===== config.mk =====
export PLATFORM = sky130hd
export DESIGN_NAME = cmd_frame_decoder
export DESIGN_NICKNAME = d
export VERILOG_FILES = /design/src/rtl/cmd_frame_decoder.sv
export SDC_FILE = /design/constraint.sdc
export NUM_CORES = 1
export LEC_CHECK = 0
export CAP_MARGIN = 40
export CORE_MARGIN = 8
export CORE_UTILIZATION = 47
export CTS_BUF_LIST = sky130_fd_sc_hd__clkbuf_16
export DETAILED_ROUTE_END_ITERATION = 10
export PLACE_DENSITY = 0.79
export SYNTH_ARGS = -nofsm -noshare
export SYNTH_HDL_FRONTEND = slang
export SYNTH_SLANG_ARGS = --single-unit

===== constraint.sdc =====
create_clock -name CLK -period 1.7 [get_ports CLK]
set_input_delay 0.34 -clock CLK [delete_from_list [all_inputs] [get_ports CLK]]
set_output_delay 0.34 -clock CLK [all_outputs]
set_load 0.01 [all_outputs]

===== src/rtl/cmd_frame_decoder.sv =====
// ---------------------------------------------------------------------------
// cmd_frame_decoder
//
// Purpose:
//   Decodes a byte-oriented command stream received over UART. It turns that
//   stream into register-file writes and reads and into ALU operations. It
//   returns read data or ALU results over UART TX.
//
//   Command bytes (received in IDLE):
//     0xAA  RF write        : <addr> <data>
//     0xBB  RF read         : <addr>            -> one TX byte (read data)
//     0xCC  ALU w/ operands : <opA> <opB> <fun> -> opA to RF[0], opB to RF[1],
//                                                  two TX bytes (result lo, hi)
//     0xDD  ALU no operands : <fun>             -> two TX bytes (result lo, hi)
//   Any other byte received in IDLE is ignored.
//
// Ports:
//   CLK, RST                  clock and synchronous active-high reset
//   RX_P_DATA / RX_D_VLD      received byte and its one-cycle valid pulse
//   RF_WR_EN / RF_RD_EN       one-cycle register-file write / read strobes
//   RF_ADDR / RF_WR_DATA      register-file address and write data
//   RF_RD_DATA / RF_RD_VLD    register-file read data and its valid pulse
//   ALU_EN / ALU_FUN          ALU enable (held until result) and function
//   ALU_OUT / ALU_OUT_VLD     ALU result and its valid pulse
//   TX_P_DATA / TX_D_VLD      byte to transmit and one-cycle transmit request
//   TX_BUSY                   UART transmitter busy flag
//
// All outputs are registered.
// ---------------------------------------------------------------------------
module cmd_frame_decoder #(
    parameter int DATA_WIDTH = 8,
    parameter int ADDR_WIDTH = 4
) (
    input  logic                    CLK,
    input  logic                    RST,
    input  logic [DATA_WIDTH-1:0]   RX_P_DATA,
    input  logic                    RX_D_VLD,
    output logic                    RF_WR_EN,
    output logic                    RF_RD_EN,
    output logic [ADDR_WIDTH-1:0]   RF_ADDR,
    output logic [DATA_WIDTH-1:0]   RF_WR_DATA,
    input  logic [DATA_WIDTH-1:0]   RF_RD_DATA,
    input  logic                    RF_RD_VLD,
    output logic                    ALU_EN,
    output logic [3:0]              ALU_FUN,
    input  logic [2*DATA_WIDTH-1:0] ALU_OUT,
    input  logic                    ALU_OUT_VLD,
    output logic [DATA_WIDTH-1:0]   TX_P_DATA,
    output logic                    TX_D_VLD,
    input  logic                    TX_BUSY
);

    localparam logic [DATA_WIDTH-1:0] CMD_RF_WR  = DATA_WIDTH'(8'hAA);
    localparam logic [DATA_WIDTH-1:0] CMD_RF_RD  = DATA_WIDTH'(8'hBB);
    localparam logic [DATA_WIDTH-1:0] CMD_ALU_OP = DATA_WIDTH'(8'hCC);
    localparam logic [DATA_WIDTH-1:0] CMD_ALU_NO = DATA_WIDTH'(8'hDD);

    typedef enum logic [3:0] {
        IDLE       = 4'd0,
        WR_ADDR    = 4'd1,
        WR_DATA    = 4'd2,
        RD_ADDR    = 4'd3,
        RD_WAIT    = 4'd4,
        OP_A       = 4'd5,
        OP_B       = 4'd6,
        FUN        = 4'd7,
        ALU_WAIT   = 4'd8,
        TX_B0      = 4'd9,
        TX_B0_WAIT = 4'd10,
        TX_B1      = 4'd11
    } state_t;

    state_t                  state_q,      state_d;
    logic                    rf_wr_en_q,   rf_wr_en_d;
    logic                    rf_rd_en_q,   rf_rd_en_d;
    logic [ADDR_WIDTH-1:0]   rf_addr_q,    rf_addr_d;
    logic [DATA_WIDTH-1:0]   rf_wr_data_q, rf_wr_data_d;
    logic                    alu_en_q,     alu_en_d;
    logic [3:0]              alu_fun_q,    alu_fun_d;
    logic [2*DATA_WIDTH-1:0] result_q,     result_d;
    logic                    rsp_read_q,   rsp_read_d;   // response is a single RF read byte
    logic                    busy_seen_q,  busy_seen_d;  // TX_BUSY observed high after byte 0
    logic [DATA_WIDTH-1:0]   tx_data_q,    tx_data_d;
    logic                    tx_vld_q,     tx_vld_d;

    // Next-state and next-output logic for the command decoder.
    always_comb begin
        state_d      = state_q;
        rf_wr_en_d   = 1'b0;
        rf_rd_en_d   = 1'b0;
        rf_addr_d    = rf_addr_q;
        rf_wr_data_d = rf_wr_data_q;
        alu_en_d     = alu_en_q;
        alu_fun_d    = alu_fun_q;
        result_d     = result_q;
        rsp_read_d   = rsp_read_q;
        busy_seen_d  = busy_seen_q;
        tx_data_d    = tx_data_q;   // held so TX_P_DATA stays stable between requests
        tx_vld_d     = 1'b0;

        case (state_q)
            IDLE: begin
                if (RX_D_VLD) begin
                    if (RX_P_DATA == CMD_RF_WR) begin
                        state_d = WR_ADDR;
                    end else if (RX_P_DATA == CMD_RF_RD) begin
                        state_d = RD_ADDR;
                    end else if (RX_P_DATA == CMD_ALU_OP) begin
                        state_d = OP_A;
                    end else if (RX_P_DATA == CMD_ALU_NO) begin
                        state_d = FUN;
                    end else begin
                        state_d = IDLE;
                    end
                end else begin
                    state_d = IDLE;
                end
            end
            WR_ADDR: begin
                if (RX_D_VLD) begin
                    rf_addr_d = RX_P_DATA[ADDR_WIDTH-1:0];
                    state_d   = WR_DATA;
                end else begin
                    state_d   = WR_ADDR;
                end
            end
            WR_DATA: begin
                if (RX_D_VLD) begin
                    rf_wr_en_d   = 1'b1;
                    rf_wr_data_d = RX_P_DATA;
                    state_d      = IDLE;
                end else begin
                    state_d      = WR_DATA;
                end
            end
            RD_ADDR: begin
                if (RX_D_VLD) begin
                    rf_addr_d  = RX_P_DATA[ADDR_WIDTH-1:0];
                    rf_rd_en_d = 1'b1;
                    state_d    = RD_WAIT;
                end else begin
                    state_d    = RD_ADDR;
                end
            end
            RD_WAIT: begin
                if (RF_RD_VLD) begin
                    result_d   = {{DATA_WIDTH{1'b0}}, RF_RD_DATA};
                    rsp_read_d = 1'b1;
                    state_d    = TX_B1;
                end else begin
                    state_d    = RD_WAIT;
                end
            end
            OP_A: begin
                if (RX_D_VLD) begin
                    rf_wr_en_d   = 1'b1;
                    rf_addr_d    = {ADDR_WIDTH{1'b0}};
                    rf_wr_data_d = RX_P_DATA;
                    state_d      = OP_B;
                end else begin
                    state_d      = OP_A;
                end
            end
            OP_B: begin
                if (RX_D_VLD) begin
                    rf_wr_en_d   = 1'b1;
                    rf_addr_d    = ADDR_WIDTH'(1'b1);
                    rf_wr_data_d = RX_P_DATA;
                    state_d      = FUN;
                end else begin
                    state_d      = OP_B;
                end
            end
            FUN: begin
                if (RX_D_VLD) begin
                    alu_fun_d = RX_P_DATA[3:0];
                    alu_en_d  = 1'b1;
                    state_d   = ALU_WAIT;
                end else begin
                    state_d   = FUN;
                end
            end
            ALU_WAIT: begin
                // ALU_EN stays high until the result arrives.
                if (ALU_OUT_VLD) begin
                    result_d   = ALU_OUT;
                    rsp_read_d = 1'b0;
                    alu_en_d   = 1'b0;
                    state_d    = TX_B0;
                end else begin
                    state_d    = ALU_WAIT;
                end
            end
            TX_B0: begin
                if (!TX_BUSY) begin
                    tx_data_d   = result_q[DATA_WIDTH-1:0];
                    tx_vld_d    = 1'b1;
                    busy_seen_d = 1'b0;
                    state_d     = TX_B0_WAIT;
                end else begin
                    state_d     = TX_B0;
                end
            end
            TX_B0_WAIT: begin
                // Byte 1 goes out only after the transmitter has taken byte 0
                // (busy rose) and finished it (busy fell).
                if (TX_BUSY) begin
                    busy_seen_d = 1'b1;
                    state_d     = TX_B0_WAIT;
                end else if (busy_seen_q) begin
                    busy_seen_d = 1'b0;
                    state_d     = TX_B1;
                end else begin
                    state_d     = TX_B0_WAIT;
                end
            end
            TX_B1: begin
                if (!TX_BUSY) begin
                    tx_data_d = rsp_read_q ? result_q[DATA_WIDTH-1:0]
                                           : result_q[2*DATA_WIDTH-1:DATA_WIDTH];
                    tx_vld_d  = 1'b1;
                    state_d   = IDLE;
                end else begin
                    state_d   = TX_B1;
                end
            end
            default: begin
                state_d  = IDLE;
                alu_en_d = 1'b0;
            end
        endcase
    end

    // State and output registers with synchronous reset.
    always_ff @(posedge CLK) begin
        if (RST) begin
            state_q      <= IDLE;
            rf_wr_en_q   <= 1'b0;
            rf_rd_en_q   <= 1'b0;
            rf_addr_q    <= {ADDR_WIDTH{1'b0}};
            rf_wr_data_q <= {DATA_WIDTH{1'b0}};
            alu_en_q     <= 1'b0;
            alu_fun_q    <= 4'h0;
            result_q     <= {(2*DATA_WIDTH){1'b0}};
            rsp_read_q   <= 1'b0;
            busy_seen_q  <= 1'b0;
            tx_data_q    <= {DATA_WIDTH{1'b0}};
            tx_vld_q     <= 1'b0;
        end else begin
            state_q      <= state_d;
            rf_wr_en_q   <= rf_wr_en_d;
            rf_rd_en_q   <= rf_rd_en_d;
            rf_addr_q    <= rf_addr_d;
            rf_wr_data_q <= rf_wr_data_d;
            alu_en_q     <= alu_en_d;
            alu_fun_q    <= alu_fun_d;
            result_q     <= result_d;
            rsp_read_q   <= rsp_read_d;
            busy_seen_q  <= busy_seen_d;
            tx_data_q    <= tx_data_d;
            tx_vld_q     <= tx_vld_d;
        end
    end

    assign RF_WR_EN   = rf_wr_en_q;
    assign RF_RD_EN   = rf_rd_en_q;
    assign RF_ADDR    = rf_addr_q;
    assign RF_WR_DATA = rf_wr_data_q;
    assign ALU_EN     = alu_en_q;
    assign ALU_FUN    = alu_fun_q;
    assign TX_P_DATA  = tx_data_q;
    assign TX_D_VLD   = tx_vld_q;

endmodule


==> flow_metrics.tcl <==
set metrics [dict create \
    numPortBuffers 65 \
    antenna_cells 0 \
    crit_buf_inv 1 \
    grt_max_degree 33 \
    postSynthCellCount 252 \
    cts.sinks 50 \
    worst_slew_pin_slew_ns 0.444 \
    yosys_warnings 0 \
    antenna_found_initial 0 \
    syn_avg_cell_area_um2 9.32 \
    syn_area_um2 2350 \
    clockRootBuffer "clkbuf_16" \
    final.setup_skew_ns 0.00684 \
    synth_cell_types 36 \
    layout-drive-gt1-share 0.179 \
    fin_util 0.713 \
    max_stage_delay_ns 0.54 \
    slew_violations 0 \
    overflow 0 \
    rsz0062_at_grt "no" \
    pin_count 66 \
    fin_crit_sh 0.976 \
    rows 25 \
    drtAntennaViolNets 0 \
    cp_num_cells 5 \
    critPathRequiredTime_ns 1.90 \
    reg2reg_depth 5 \
    dr.pass1.iters 4 \
    grt_pass1_wl_mm 10.0 \
    drtIter0Drc 116 \
    grt_pass1_vias 2132 \
    ctsHoldBuffers 0 \
    critical_path_class "in2reg" \
    layout.nets 373 \
    hold_viol 0 \
    power_density_nw_per_um2 688 \
    vias 2103 \
    period_needed_ns 1.66 \
    cts.reportedPaths.clkPinSlew_ns 0.07 \
    final_common_cell "clkdlybuf4s50_1" \
    placed_cell_area_um2 3230 \
    routed_wl_mm 6.02 \
    clockBufferDepth 2 \
    via_per_inst 5.22 \
    grt_usage 0.164 \
    wire_per_inst_um 14.9 \
    syn_nets 290 \
    peakVddDrop_uv 744 \
    ys_ff_latch 50 \
    start_util 0.491 \
    cts_buffers 5 \
    cellLeakagePower_nw 1.12 \
    layoutNonFillerInstCount 403 \
    min_path_cells 3 \
    fin_tns_setup_ns 0 \
    status "complete, no violations" \
    num-fill-cells 375 \
    start_kind "input pin" \
    crit_chain "clkdlybuf4s50_1 -> or4bb_4 -> a211oi_2 -> o21ai_1 -> a21oi_1" \
    endpoint_kind "flip-flop" \
    critical_path.slowest_cell "or4bb_4" \
    die_area_um2 7520 \
    fmax_mhz 603 \
    die_x_um 86.7 \
    cts.repair_timing.setup_buffer_count 0 \
    worst_slew_margin_rel 0.700 \
    h-tree-depth 2 \
    ys_seq_area_frac 0.426 \
    final_cell_mix "clkdlybuf4s50_1 (63), dfxtp_1 (47), nor2_1 (37)" \
    setup_viol 0 \
    core_area_um2 4790 \
    hold_path_class "in2reg" \
    arrival_ns 1.86 \
    cts_tree "yes" \
    synthToLayoutAreaGrowth_pct 45.3 \
    fp.dieH_um 86.7 \
    cp_top_family "simple AND/OR/NAND/NOR gates" \
    hold_slack_ns 0.395 \
    dp_hpwl_mm 4.39 \
    gp_congestion 0.847 \
    maxCapViolCount 0 \
    placed_cells 395 \
    cts.repair.resized 0 \
    drc 0 \
    stdcell_area_um2 3410 \
    clk_latency_ns 0.29 \
    cp_max_fo 2 \
]
## sequential cells by signal, summed over array words and instances (netlist names), 4 cells and up
register	flops
state_q	4
ALU_FUN	4
TX_P_DATA	8
RF_ADDR	4
result_q	16
RF_WR_DATA	8
## kinds of logic (layout without fill, tap and decap cells)
kind of cell | after synthesis | in the layout | synth area share
simple gates | 96 | 96 | 0.226
compound gates | 54 | 54 | 0.170
flops | 50 | 50 | 0.426
mux | 28 | 28 | 0.119
buf+inv | 22 | 106 | 0.0511
xor+xnor | 2 | 2 | 0.00746
## per-layer routing
layer  wire (um)  up-vias  GRT usage
met5           0        -          0
li1            -     1061          -
met2        2980       55      0.268
met3         289        6     0.0406
met4          69        0     0.0642
met1        2680      981      0.201
## report_power, final
group | switching [W] | internal [W] | total, W
clock network | 0.000440 | 0.000553 | 0.000993
logic | 0.0000704 | 0.000110 | 0.000181
registers | 0.00000167 | 0.00117 | 0.00117
total | 0.000512 | 0.00184 | 0.00235
## worst paths after layout
kind | start | to | slack, ns
max reg2reg | state_q[1] | TX_P_DATA[7] | 0.09
min reg2reg | result_q[10] | result_q[10] | 0.47
max | RX_P_DATA[5] | state_q[1] | 0.04
min | RX_P_DATA[6] | RF_WR_DATA[6] | 0.39
## worst min-delay path: stages
cell and delay, ns:
dlymetal6s2s_1 0.13, mux2i_1 0.09, nor2_1 0.09
## area by class of cell
cell class | instances | area [um2] | area share
inverter | 4 | 15.0 | 0.00440
clock inverter | 3 | 25.0 | 0.00733
timing repair buffer | 94 | 903 | 0.265
clock buffer | 5 | 125 | 0.0367
sequential | 50 | 1000 | 0.294
tap | 67 | 83.8 | 0.0246
multi-input combinational | 180 | 1260 | 0.368
## cell usage after synthesis (all sizes together)
library cell,n,share of area
dfxtp,50,0.43
nor2,37,0.059
mux2i,28,0.12
a21oi,23,0.055
a211oi,18,0.075
nand2b,16,0.043
buf,12,0.035
nand3,12,0.026
nand2,8,0.013
clkbuf,6,0.0096
nand3b,5,0.016
o21ai,5,0.011
inv,4,0.0064
nor2b,4,0.011
nor4,4,0.017
a311oi,2,0.0075
nor3,2,0.0091
nor3b,2,0.0085
nor4b,2,0.0075
o32ai,2,0.0075
or4bb,2,0.0096
xor2,2,0.0075
a21bo,1,0.0043
a21o,1,0.0032
nand4bb,1,0.0048
o311ai,1,0.0037
o31ai,1,0.0032
or2,1,0.0027
## metrics by stage
stage               worst slack, ns  power [W]
CTS                         0.00861    0.00237
detailed placement           -0.201    0.00138
global placement             -0.143    0.00138
floorplan                     0.207    0.00125
finish                       0.0403    0.00235
global route                0.00310    0.00242
Note: power is estimated with default switching activity, not from simulation.
